--- src/rtl/seg_scan_pkg.sv ---
// rtl/seg_scan_pkg.sv - shared types and hex font for the 7-segment scan controller
package seg_scan_pkg;

  typedef enum logic [1:0] {IDLE, GAP, DRIVE} state_t;

  typedef logic [6:0] seg_t;

  // Active-high {g,f,e,d,c,b,a} codes for 0-9, A, b, C, d, E, F
  localparam seg_t HEX_FONT [16] = '{
    7'h3F, 7'h06, 7'h5B, 7'h4F, 7'h66, 7'h6D, 7'h7D, 7'h07,
    7'h7F, 7'h6F, 7'h77, 7'h7C, 7'h39, 7'h5E, 7'h79, 7'h71
  };

endpackage

--- src/rtl/hex_to_7seg.sv ---
// rtl/hex_to_7seg.sv - combinational hex nibble to 7-segment decoder
module hex_to_7seg
  import seg_scan_pkg::*;
#(
  parameter bit ACTIVE_LOW = 1'b1
) (
  input  logic [3:0] nibble,
  output logic [6:0] seg
);

  always_comb begin
    seg = ACTIVE_LOW ? ~HEX_FONT[nibble] : HEX_FONT[nibble];
  end

endmodule

--- src/rtl/seg_scan_ctrl.sv ---
// rtl/seg_scan_ctrl.sv - multiplexed 7-segment scan controller with frame-synchronous update
// Optional decimal point support when SEG_SCAN_DP_EN is defined.
module seg_scan_ctrl
  import seg_scan_pkg::*;
#(
  parameter int NUM_DIGITS     = 4,
  parameter int DIGIT_CYCLES   = 50000,
  parameter int DEAD_CYCLES    = 16,
  parameter int SEG_ACTIVE_LOW = 1,
  parameter int AN_ACTIVE_LOW  = 1
) (
  input  logic                    clk,
  input  logic                    rst,
  input  logic                    enable,
  input  logic                    load,
  input  logic [4*NUM_DIGITS-1:0] data_in,
  input  logic [NUM_DIGITS-1:0]   blank_mask,
`ifdef SEG_SCAN_DP_EN
  input  logic [NUM_DIGITS-1:0]   dp_in,
  output logic                    dp,
`endif
  output logic [6:0]              seg,
  output logic [NUM_DIGITS-1:0]   an,
  output logic                    frame_done
);

  localparam int CNT_MAX = (DIGIT_CYCLES > DEAD_CYCLES) ? DIGIT_CYCLES : DEAD_CYCLES;
  localparam int CW      = $clog2(CNT_MAX + 1);
  localparam int DW      = (NUM_DIGITS > 1) ? $clog2(NUM_DIGITS) : 1;

  localparam logic [CW-1:0] DIG_LAST   = CW'(DIGIT_CYCLES - 1);
  localparam logic [CW-1:0] DEAD_LAST  = (DEAD_CYCLES > 0) ? CW'(DEAD_CYCLES - 1) : '0;
  localparam logic [DW-1:0] LAST_DIGIT = DW'(NUM_DIGITS - 1);
  localparam state_t        GAP_ENTRY  = (DEAD_CYCLES == 0) ? DRIVE : GAP;

  localparam logic [6:0]            SEG_OFF = (SEG_ACTIVE_LOW != 0) ? 7'h7F : 7'h00;
  localparam logic [NUM_DIGITS-1:0] AN_OFF  = (AN_ACTIVE_LOW != 0) ? '1 : '0;

  if (NUM_DIGITS < 1 || NUM_DIGITS > 8) begin : g_bad_num_digits
    $error("seg_scan_ctrl: NUM_DIGITS must be in 1..8");
  end
  if (DIGIT_CYCLES < 1) begin : g_bad_digit_cycles
    $error("seg_scan_ctrl: DIGIT_CYCLES must be >= 1");
  end
  if (DEAD_CYCLES < 0) begin : g_bad_dead_cycles
    $error("seg_scan_ctrl: DEAD_CYCLES must be >= 0");
  end

  state_t          state, state_nxt;
  logic [CW-1:0]   cnt, cnt_nxt;
  logic [DW-1:0]   digit_idx, digit_nxt;
  logic            commit;

  logic [4*NUM_DIGITS-1:0] pend_data, disp_data;
  logic [NUM_DIGITS-1:0]   pend_blank, disp_blank;
  logic                    pend_valid;
  logic                    take_direct, take_pend;

  logic [3:0]              sel_nibble;
  logic [6:0]              seg_dec, seg_d;
  logic [NUM_DIGITS-1:0]   an_hot, an_d;
  logic                    lit;

  always_ff @(posedge clk) begin
    if (rst) begin
      state     <= IDLE;
      cnt       <= '0;
      digit_idx <= '0;
    end else begin
      state     <= state_nxt;
      cnt       <= cnt_nxt;
      digit_idx <= digit_nxt;
    end
  end

  always_comb begin
    state_nxt = state;
    cnt_nxt   = cnt;
    digit_nxt = digit_idx;
    if (!enable) begin
      state_nxt = IDLE;
      cnt_nxt   = '0;
      digit_nxt = '0;
    end else begin
      case (state)
        IDLE: begin
          state_nxt = GAP_ENTRY;
          cnt_nxt   = '0;
          digit_nxt = '0;
        end
        GAP: begin
          if (cnt == DEAD_LAST) begin
            state_nxt = DRIVE;
            cnt_nxt   = '0;
          end else begin
            cnt_nxt = cnt + 1'b1;
          end
        end
        DRIVE: begin
          if (cnt == DIG_LAST) begin
            state_nxt = GAP_ENTRY;
            cnt_nxt   = '0;
            digit_nxt = (digit_idx == LAST_DIGIT) ? '0 : digit_idx + 1'b1;
          end else begin
            cnt_nxt = cnt + 1'b1;
          end
        end
        default: begin
          state_nxt = IDLE;
          cnt_nxt   = '0;
          digit_nxt = '0;
        end
      endcase
    end
  end

  assign commit = enable && (state == DRIVE) && (cnt == DIG_LAST) && (digit_idx == LAST_DIGIT);

  // While idle there is no frame to tear, so data goes straight to the display buffer
  assign take_direct = (state == IDLE) && load;
  assign take_pend   = pend_valid && (((state == IDLE) && !load) || commit);

  always_ff @(posedge clk) begin
    if (rst) begin
      pend_data  <= '0;
      pend_blank <= '0;
      disp_data  <= '0;
      disp_blank <= '0;
      pend_valid <= 1'b0;
    end else begin
      if (load) begin
        pend_data  <= data_in;
        pend_blank <= blank_mask;
      end
      if (take_direct) begin
        disp_data  <= data_in;
        disp_blank <= blank_mask;
      end else if (take_pend) begin
        disp_data  <= pend_data;
        disp_blank <= pend_blank;
      end
      if (state == IDLE) begin
        pend_valid <= 1'b0;
      end else if (load) begin
        pend_valid <= 1'b1;
      end else if (commit) begin
        pend_valid <= 1'b0;
      end
    end
  end

  hex_to_7seg #(
    .ACTIVE_LOW (SEG_ACTIVE_LOW != 0)
  ) u_dec (
    .nibble (sel_nibble),
    .seg    (seg_dec)
  );

  always_comb begin
    sel_nibble = disp_data[{digit_idx, 2'b00} +: 4];
    lit        = enable && (state == DRIVE) && !disp_blank[digit_idx];
    an_hot     = lit ? (NUM_DIGITS'(1) << digit_idx) : '0;
    an_d       = (AN_ACTIVE_LOW != 0) ? ~an_hot : an_hot;
    seg_d      = lit ? seg_dec : SEG_OFF;
  end

  always_ff @(posedge clk) begin
    if (rst) begin
      seg        <= SEG_OFF;
      an         <= AN_OFF;
      frame_done <= 1'b0;
    end else begin
      seg        <= seg_d;
      an         <= an_d;
      frame_done <= commit;
    end
  end

`ifdef SEG_SCAN_DP_EN
  logic [NUM_DIGITS-1:0] pend_dp, disp_dp;
  logic                  dp_on;

  always_ff @(posedge clk) begin
    if (rst) begin
      pend_dp <= '0;
      disp_dp <= '0;
    end else begin
      if (load) pend_dp <= dp_in;
      if (take_direct) disp_dp <= dp_in;
      else if (take_pend) disp_dp <= pend_dp;
    end
  end

  assign dp_on = lit && disp_dp[digit_idx];

  always_ff @(posedge clk) begin
    if (rst) dp <= (SEG_ACTIVE_LOW != 0);
    else     dp <= (SEG_ACTIVE_LOW != 0) ? !dp_on : dp_on;
  end
`endif

endmodule

--- config.mk ---
export PLATFORM = sky130hd
export DESIGN_NAME = seg_scan_ctrl
export DESIGN_NICKNAME = d
export VERILOG_FILES = /design/src/rtl/seg_scan_pkg.sv /design/src/rtl/hex_to_7seg.sv /design/src/rtl/seg_scan_ctrl.sv
export SDC_FILE = /design/constraint.sdc
export NUM_CORES = 1
export LEC_CHECK = 0
export CORE_MARGIN = 3
export CORE_UTILIZATION = 54
export CTS_CLUSTER_DIAMETER = 120
export DETAILED_ROUTE_END_ITERATION = 16
export GPL_TIMING_DRIVEN = 1
export PLACE_DENSITY = 0.76
export SKIP_LAST_GASP = 1
export SLEW_MARGIN = 15
export SYNTH_ARGS = -nofsm -noshare
export SYNTH_HDL_FRONTEND = slang
export SYNTH_SLANG_ARGS = --single-unit
--- constraint.sdc ---
create_clock -name clk -period 3.6 [get_ports clk]
set_clock_uncertainty 0.2 [all_clocks]
set_input_delay 0.72 -clock clk [delete_from_list [all_inputs] [get_ports clk]]
set_output_delay 0.72 -clock clk [all_outputs]
set_load 0.05 [all_outputs]
==> results of run 1 <==
cell usage in the layout, fill, tap and decap left out, types with 2 or more instances in the layout:
cell	synthesis	final
mux4_2	7	7
a211oi_1	3	3
buf_4	0	4
inv_1	16	16
clkbuf_8	0	9
a21oi_1	25	25
o221ai_1	2	2
mux2i_1	23	23
or4_1	2	2
buf_2	0	2
nor3_1	19	19
xnor2_1	10	10
ha_1	15	15
o21ai_0	3	2
nand3_1	30	30
or3_1	2	2
o211ai_1	2	2
nand2_1	37	37
nor4_1	3	3
clkdlybuf4s50_1	0	33
or4_4	2	2
clkbuf_1	22	2
xor2_1	6	6
nand4_1	6	6
dfxtp_1	73	73
nor2_1	30	30
o22ai_1	3	3
nor2b_1	21	21
a31o_2	2	2
mux2_2	20	20
nor3b_1	2	2
clkinv_2	0	3
area by class of cell:
type | instances | area (sq um)
fillers | 552 | 2293
multi-input cells | 283 | 2001
flip-flops and latches | 73 | 1461
repair buffers | 39 | 370.4
clock buffers | 11 | 131.4
well taps | 77 | 96.34
inverters | 16 | 60.06
clock inverters | 4 | 45.04
flip-flops by register name, summed over array words and instances, names as in the netlist:
signal	flops
pend_valid	1
disp_data	16
pend_data	16
an	4
cnt	16
seg	7
frame_done	1
digit_idx	2
pend_blank	4
state	2
disp_blank	4
through the flow:
stage                     setup WS [ps]  power, W  std cells
after global placement            836.4  0.001055        488
after detailed placement          744.0  0.001060        488
after floorplan                   941.4  0.001002        401
final                             910.9  0.001642        503
after CTS                         898.8  0.001653        503
after global routing              776.0  0.001708        503
final timing paths:
| check | end | slack [ps] | startpoint | cells after the start |
|---|---|---|---|---|
| hold reg to reg | cnt[0] | 290 | cnt[0] | 1 |
| setup / recovery | seg[3] | 910 | digit_idx[0] | 6 |
| hold / removal | cnt[0] | 290 | cnt[0] | 1 |
| setup reg to reg | seg[3] | 910 | digit_idx[0] | 6 |
logic make-up (layout without fill, tap and decap cells):
logic type | Yosys count | in the layout | synth area share, %
xor+xnor | 16 | 16 | 3.843
compound gates | 43 | 43 | 7.550
simple gates | 159 | 159 | 21.52
flops | 73 | 73 | 40.08
fa+ha+maj | 15 | 15 | 5.148
buf+inv | 45 | 70 | 5.045
mux | 50 | 50 | 16.82
power groups by stage:
stage	clock network, W	registers (W)	logic [W]
2_1_floorplan	0	0.000864	0.000138
3_3_place_gp	0	0.000869	0.000185
3_5_place_dp	0	0.000871	0.000189
4_1_cts	0.000611	0.000852	0.000190
5_1_grt	0.000645	0.000855	0.000208
6_report	0.000602	0.000852	0.000188
worst reg2reg max path: stages, from the launching register on:
cell     delay, ps
dfxtp_1        610
mux4_2         640
inv_1          160
ha_1           150
inv_1           50
mux4_2         450
or3_1          320
synthesized netlist by cell type, types with 2 or more instances:
cell type / instances / area, sq um
a211oi_1: 3 / 22.52
a21oi_1: 25 / 125.1
a31o_2: 2 / 17.52
buf_1: 5 / 18.77
buf_6: 2 / 22.52
clkbuf_1: 22 / 82.58
dfxtp_1: 73 / 1461
ha_1: 15 / 187.7
inv_1: 16 / 60.06
mux2_2: 20 / 225.2
mux2i_1: 23 / 230.2
mux4_2: 7 / 157.7
nand2_1: 37 / 138.9
nand3_1: 30 / 150.1
nand4_1: 6 / 37.54
nor2_1: 30 / 112.6
nor2b_1: 21 / 131.4
nor3_1: 19 / 95.09
nor3b_1: 2 / 15.01
nor4_1: 3 / 18.77
o211ai_1: 2 / 15.01
o21ai_0: 3 / 15.01
o221ai_1: 2 / 17.52
o22ai_1: 3 / 18.77
or3_1: 2 / 12.51
or4_1: 2 / 15.01
or4_4: 2 / 22.52
xnor2_1: 10 / 87.58
xor2_1: 6 / 52.55
layer usage:
layer,wire [um],global-route usage [%],vias up
li1,-,-,1429
met1,3319,24.61,1311
met2,3307,31.00,52
met3,287,3.763,12
met4,121,9.066,0
met5,0,0,-
==> impl_metrics.py, run 1 <==
metrics = {
    "worst_setup_path": {
        "cp_top_family": "multiplexers",
        "critPathBufInv": 2,
        "max_stage_delay_ps": 640,
        "cp_cell_sequence": "mux4_2 -> inv_1 -> ha_1 -> inv_1 -> mux4_2 -> or3_1",
        "endpoint_kind": "flip-flop",
        "slowest_stage": "mux4_2",
        "path_max_fanout": 10,
        "critPathKind": "reg2reg",
        "cp_data_required_time_ps": 3620,
        "cp-start-kind": "flip-flop",
        "arrival_ps": 2710,
    },
    "synthesis": {
        "synth_edf_count": 0,
        "ys_ff_latch": 73,
        "postSynth.asyncResetShare_pct": 0,
        "synth_cell_types": 37,
        "synth_warnings": 0,
        "syn_inst": 401,
        "syn_nets": 440,
        "syn_area_per_cell_sq_um": 9.092,
        "synth_ff_type": "dfxtp_1",
        "syn-cell-area_sq_mm": 0.003646,
        "seq_area_frac_synth_pct": 40.08,
    },
    "hold_path": {
        "worstHoldPathType": "reg2reg",
    },
    "layout": {
        "final_cell_area_sq_mm": 0.004165,
        "drive_above_1_share_pct": 12.44,
        "nets": 461,
        "synthToLayoutAreaGrowth_pct": 14.24,
        "utilization_pct": 64.49,
        "num_antenna_cells": 0,
    },
    "clock_tree": {
        "insertion_delay_ps": 350,
        "post_cts_buffers": 0,
        "postCtsResizedCells": 0,
        "cts_tree": "done",
        "cts_hold_buf": 0,
        "cts_sinks": 73,
        "clockBufferDepth": 2,
        "clk_pin_slew_ps": 70,
        "cts_buffers": 9,
        "root_buffer": "clkbuf_8",
        "htreeDepth": 3,
    },
    "route": {
        "wire_per_inst_um": 13.99,
        "wl_mm": 7.036,
        "first_pass_iters": 4,
        "via_per_inst": 5.575,
        "initialDrtViolationCount": 109,
        "antenna_left": 0,
        "drc": 0,
        "vias": 2804,
    },
    "floorplanning": {
        "die_h_um": 88.17,
        "rows": 29,
        "io_pins": 36,
        "die-area_sq_mm": 0.007774,
        "start_util_pct": 56.45,
        "die_x_um": 88.17,
        "core_area_sq_mm": 0.006459,
    },
    "pwr": {
        "swShare_pct": 24.47,
        "p_comb_share_pct": 11.4,
        "p_int_w": 0.001240,
        "static-leakage-power_nw": 1.582,
        "ir_drop_mv": 0.1715,
        "p_seq_share_pct": 51.9,
        "power.switching_w": 0.0004018,
        "power_density_mw_per_mm2": 394.2,
        "pwr-share-clk_pct": 36.6,
    },
    "sta": {
        "rsz0062_at_grt": "no",
        "setup_viol": 0,
        "fin_crit_ps": 2689,
        "tightestPinTransition_ps": 707.1,
        "whs_ps": 293.6,
        "fmax_mhz": 371.9,
        "hold_violations": 0,
        "fin_crit_sh_pct": 74.70,
        "slew_headroom_pct": 52.74,
        "finalSetupTns_ps": 0,
        "drv_slew": 0,
    },
    "placement": {
        "hpwl_mm": 4.883,
        "gp_congestion": 0.8184,
        "portBuffers": 35,
        "dpl_cell_area_sq_mm": 0.003989,
    },
    "global_routing": {
        "first_global_vias": 2579,
        "grt_max_degree": 64,
        "grt_first_pass_wirelength_mm": 11.72,
        "antenna_found_initial": 0,
        "grt.total_usage_pct": 19.18,
        "grt.overflow.total": 0,
    },
    "status": {
        "status": "complete, no violations",
    },
    "flow_run": {
        "cap_violations": 0,
    },
}
Power figures use the tool's default switching activity.
==> inputs of run 2 (changes only) <==
==> constraint.sdc (replaced) <==
create_clock -name clk -period 2.5 [get_ports clk]
set_clock_uncertainty 0.2 [all_clocks]
set_input_delay 0.5 -clock clk [delete_from_list [all_inputs] [get_ports clk]]
set_output_delay 0.5 -clock clk [all_outputs]
set_load 0.05 [all_outputs]
==> impl_metrics.py, run 2 (synthesized netlist as in run 1, its figures left out) <==
metrics = {
    "status": {
        "status": "complete, no violations",
    },
    "layout": {
        "layout_common_cells": "dfxtp_1, nand2_1, clkdlybuf4s50_1",
        "synthToLayoutAreaGrowth_pct": 16.13,
        "reg_top3": "cnt (16), disp_data (16), pend_data (16)",
        "layout_commonest_cell": "dfxtp_1",
        "num_antenna_cells": 0,
        "drive_above_1_share_pct": 14.94,
        "utilization_pct": 65.56,
        "nets": 469,
        "final_cell_area_sq_mm": 0.004234,
    },
    "clock_tree": {
        "cts_hold_buf": 0,
        "cts_sinks": 73,
        "htreeDepth": 3,
        "root_buffer": "clkbuf_8",
        "cts_tree": "done",
        "insertion_delay_ps": 360,
        "cts_buffers": 9,
        "clk_pin_slew_ps": 80,
        "clockBufferDepth": 2,
    },
    "worst_setup_path": {
        "cp_cell_sequence": "or4_4 -> or4_4 -> a21o_1 -> a2111oi_2",
        "path_max_fanout": 6,
        "critPathKind": "reg2reg",
        "max_stage_delay_ps": 590,
        "arrival_ps": 2420,
        "slowest_stage": "or4_4",
        "cp_data_required_time_ps": 2560,
        "endpoint_kind": "flip-flop",
        "cp-start-kind": "flip-flop",
        "crit_path_frequent_cell": "or4_4",
    },
    "sta": {
        "slew_headroom_pct": 57.79,
        "fin_crit_sh_pct": 94.61,
        "setup_viol": 0,
        "finalSetupTns_ps": 0,
        "tightestPinTransition_ps": 633.1,
        "fin_ws_ps": 134.7,
        "fin_crit_ps": 2365,
        "hold_violations": 0,
        "fmax_mhz": 422.8,
        "drv_slew": 0,
        "rsz0062_at_grt": "no",
    },
    "placement": {
        "gp_congestion": 0.8317,
        "hpwl_mm": 5.148,
        "portBuffers": 35,
        "pre_cts_slack_ps": 90.78,
        "dpl_cell_area_sq_mm": 0.004061,
    },
    "floorplanning": {
        "die_h_um": 88.17,
        "die-area_sq_mm": 0.007774,
        "start_util_pct": 56.45,
        "core_area_sq_mm": 0.006459,
        "rows": 29,
        "die_x_um": 88.17,
        "io_pins": 36,
    },
    "route": {
        "via_per_inst": 5.578,
        "drc": 0,
        "initialDrtViolationCount": 145,
        "first_pass_iters": 4,
        "antenna_left": 0,
        "vias": 2856,
        "wire_per_inst_um": 14.43,
        "wl_mm": 7.390,
    },
    "pwr": {
        "power_density_mw_per_mm2": 548.0,
        "ir_drop_mv": 0.3602,
        "power_w": 0.002320,
        "static-leakage-power_nw": 1.610,
    },
    "global_routing": {
        "grt_max_degree": 64,
        "grt_first_pass_wirelength_mm": 12.62,
        "first_global_vias": 2726,
        "antenna_found_initial": 0,
        "grt.overflow.total": 0,
        "grt.total_usage_pct": 20.86,
    },
    "flow_run": {
        "cap_violations": 0,
    },
    "hold_path": {
        "worstHoldPathType": "reg2reg",
    },
}
[run 2: power by group]
group	switching [W]	internal (W)	leakage (nW)
Clock	0.000457	0.000355	0.0733
Combinational	0.000142	0.000140	0.942
Sequential	0.0000240	0.00120	0.595
[run 2: path summary, 6_finish.rpt]
check	from	to	slack, ps	cells past startpoint
worst max-delay path	cnt[7]	state[1]	130	4
worst min-delay path	cnt[0]	cnt[0]	290	1
worst max register to register	cnt[7]	state[1]	130	4
worst min register to register	cnt[0]	cnt[0]	290	1
[run 2: per-stage QoR]
stage | hold WS, ps | instances
2_1_floorplan | 250.0 | 401
3_3_place_gp | 263.8 | 496
3_5_place_dp | 274.1 | 496
4_1_cts | 286.0 | 512
5_1_grt | 313.7 | 512
6_report | 289.4 | 512
[run 2: routing by layer]
layer,part of all wire [%],routed length [um],track usage (%)
met1,45,3312,25.20
met3,4.0,295,6.585
met5,0,0,0
met2,50,3681,35.35
met4,1.4,101,6.593
[run 2: what timing repair did]
action	4_1_cts	5_1_grt
gates resized for setup	0	1
endpoints found under the setup margin	0	1
buffers inserted	0	0
[run 2: cell type report]
type,count,area [sq um]
Clock buffer,9,123.9
Tap cell,77,96.34
Fill cell,533,2225
Multi-Input combinational cell,283,2001
Inverter,16,60.06
Timing Repair Buffer,47,442.9
Clock inverter,7,47.55
Sequential cell,73,1463
[run 2: critical path, delay by kind of cell (launching register included)]
kind | cells | cell delay, ps
and+or+nand+nor | 2 | 1130
AOI/OAI and AO/OA | 2 | 550
DFF | 1 | 370
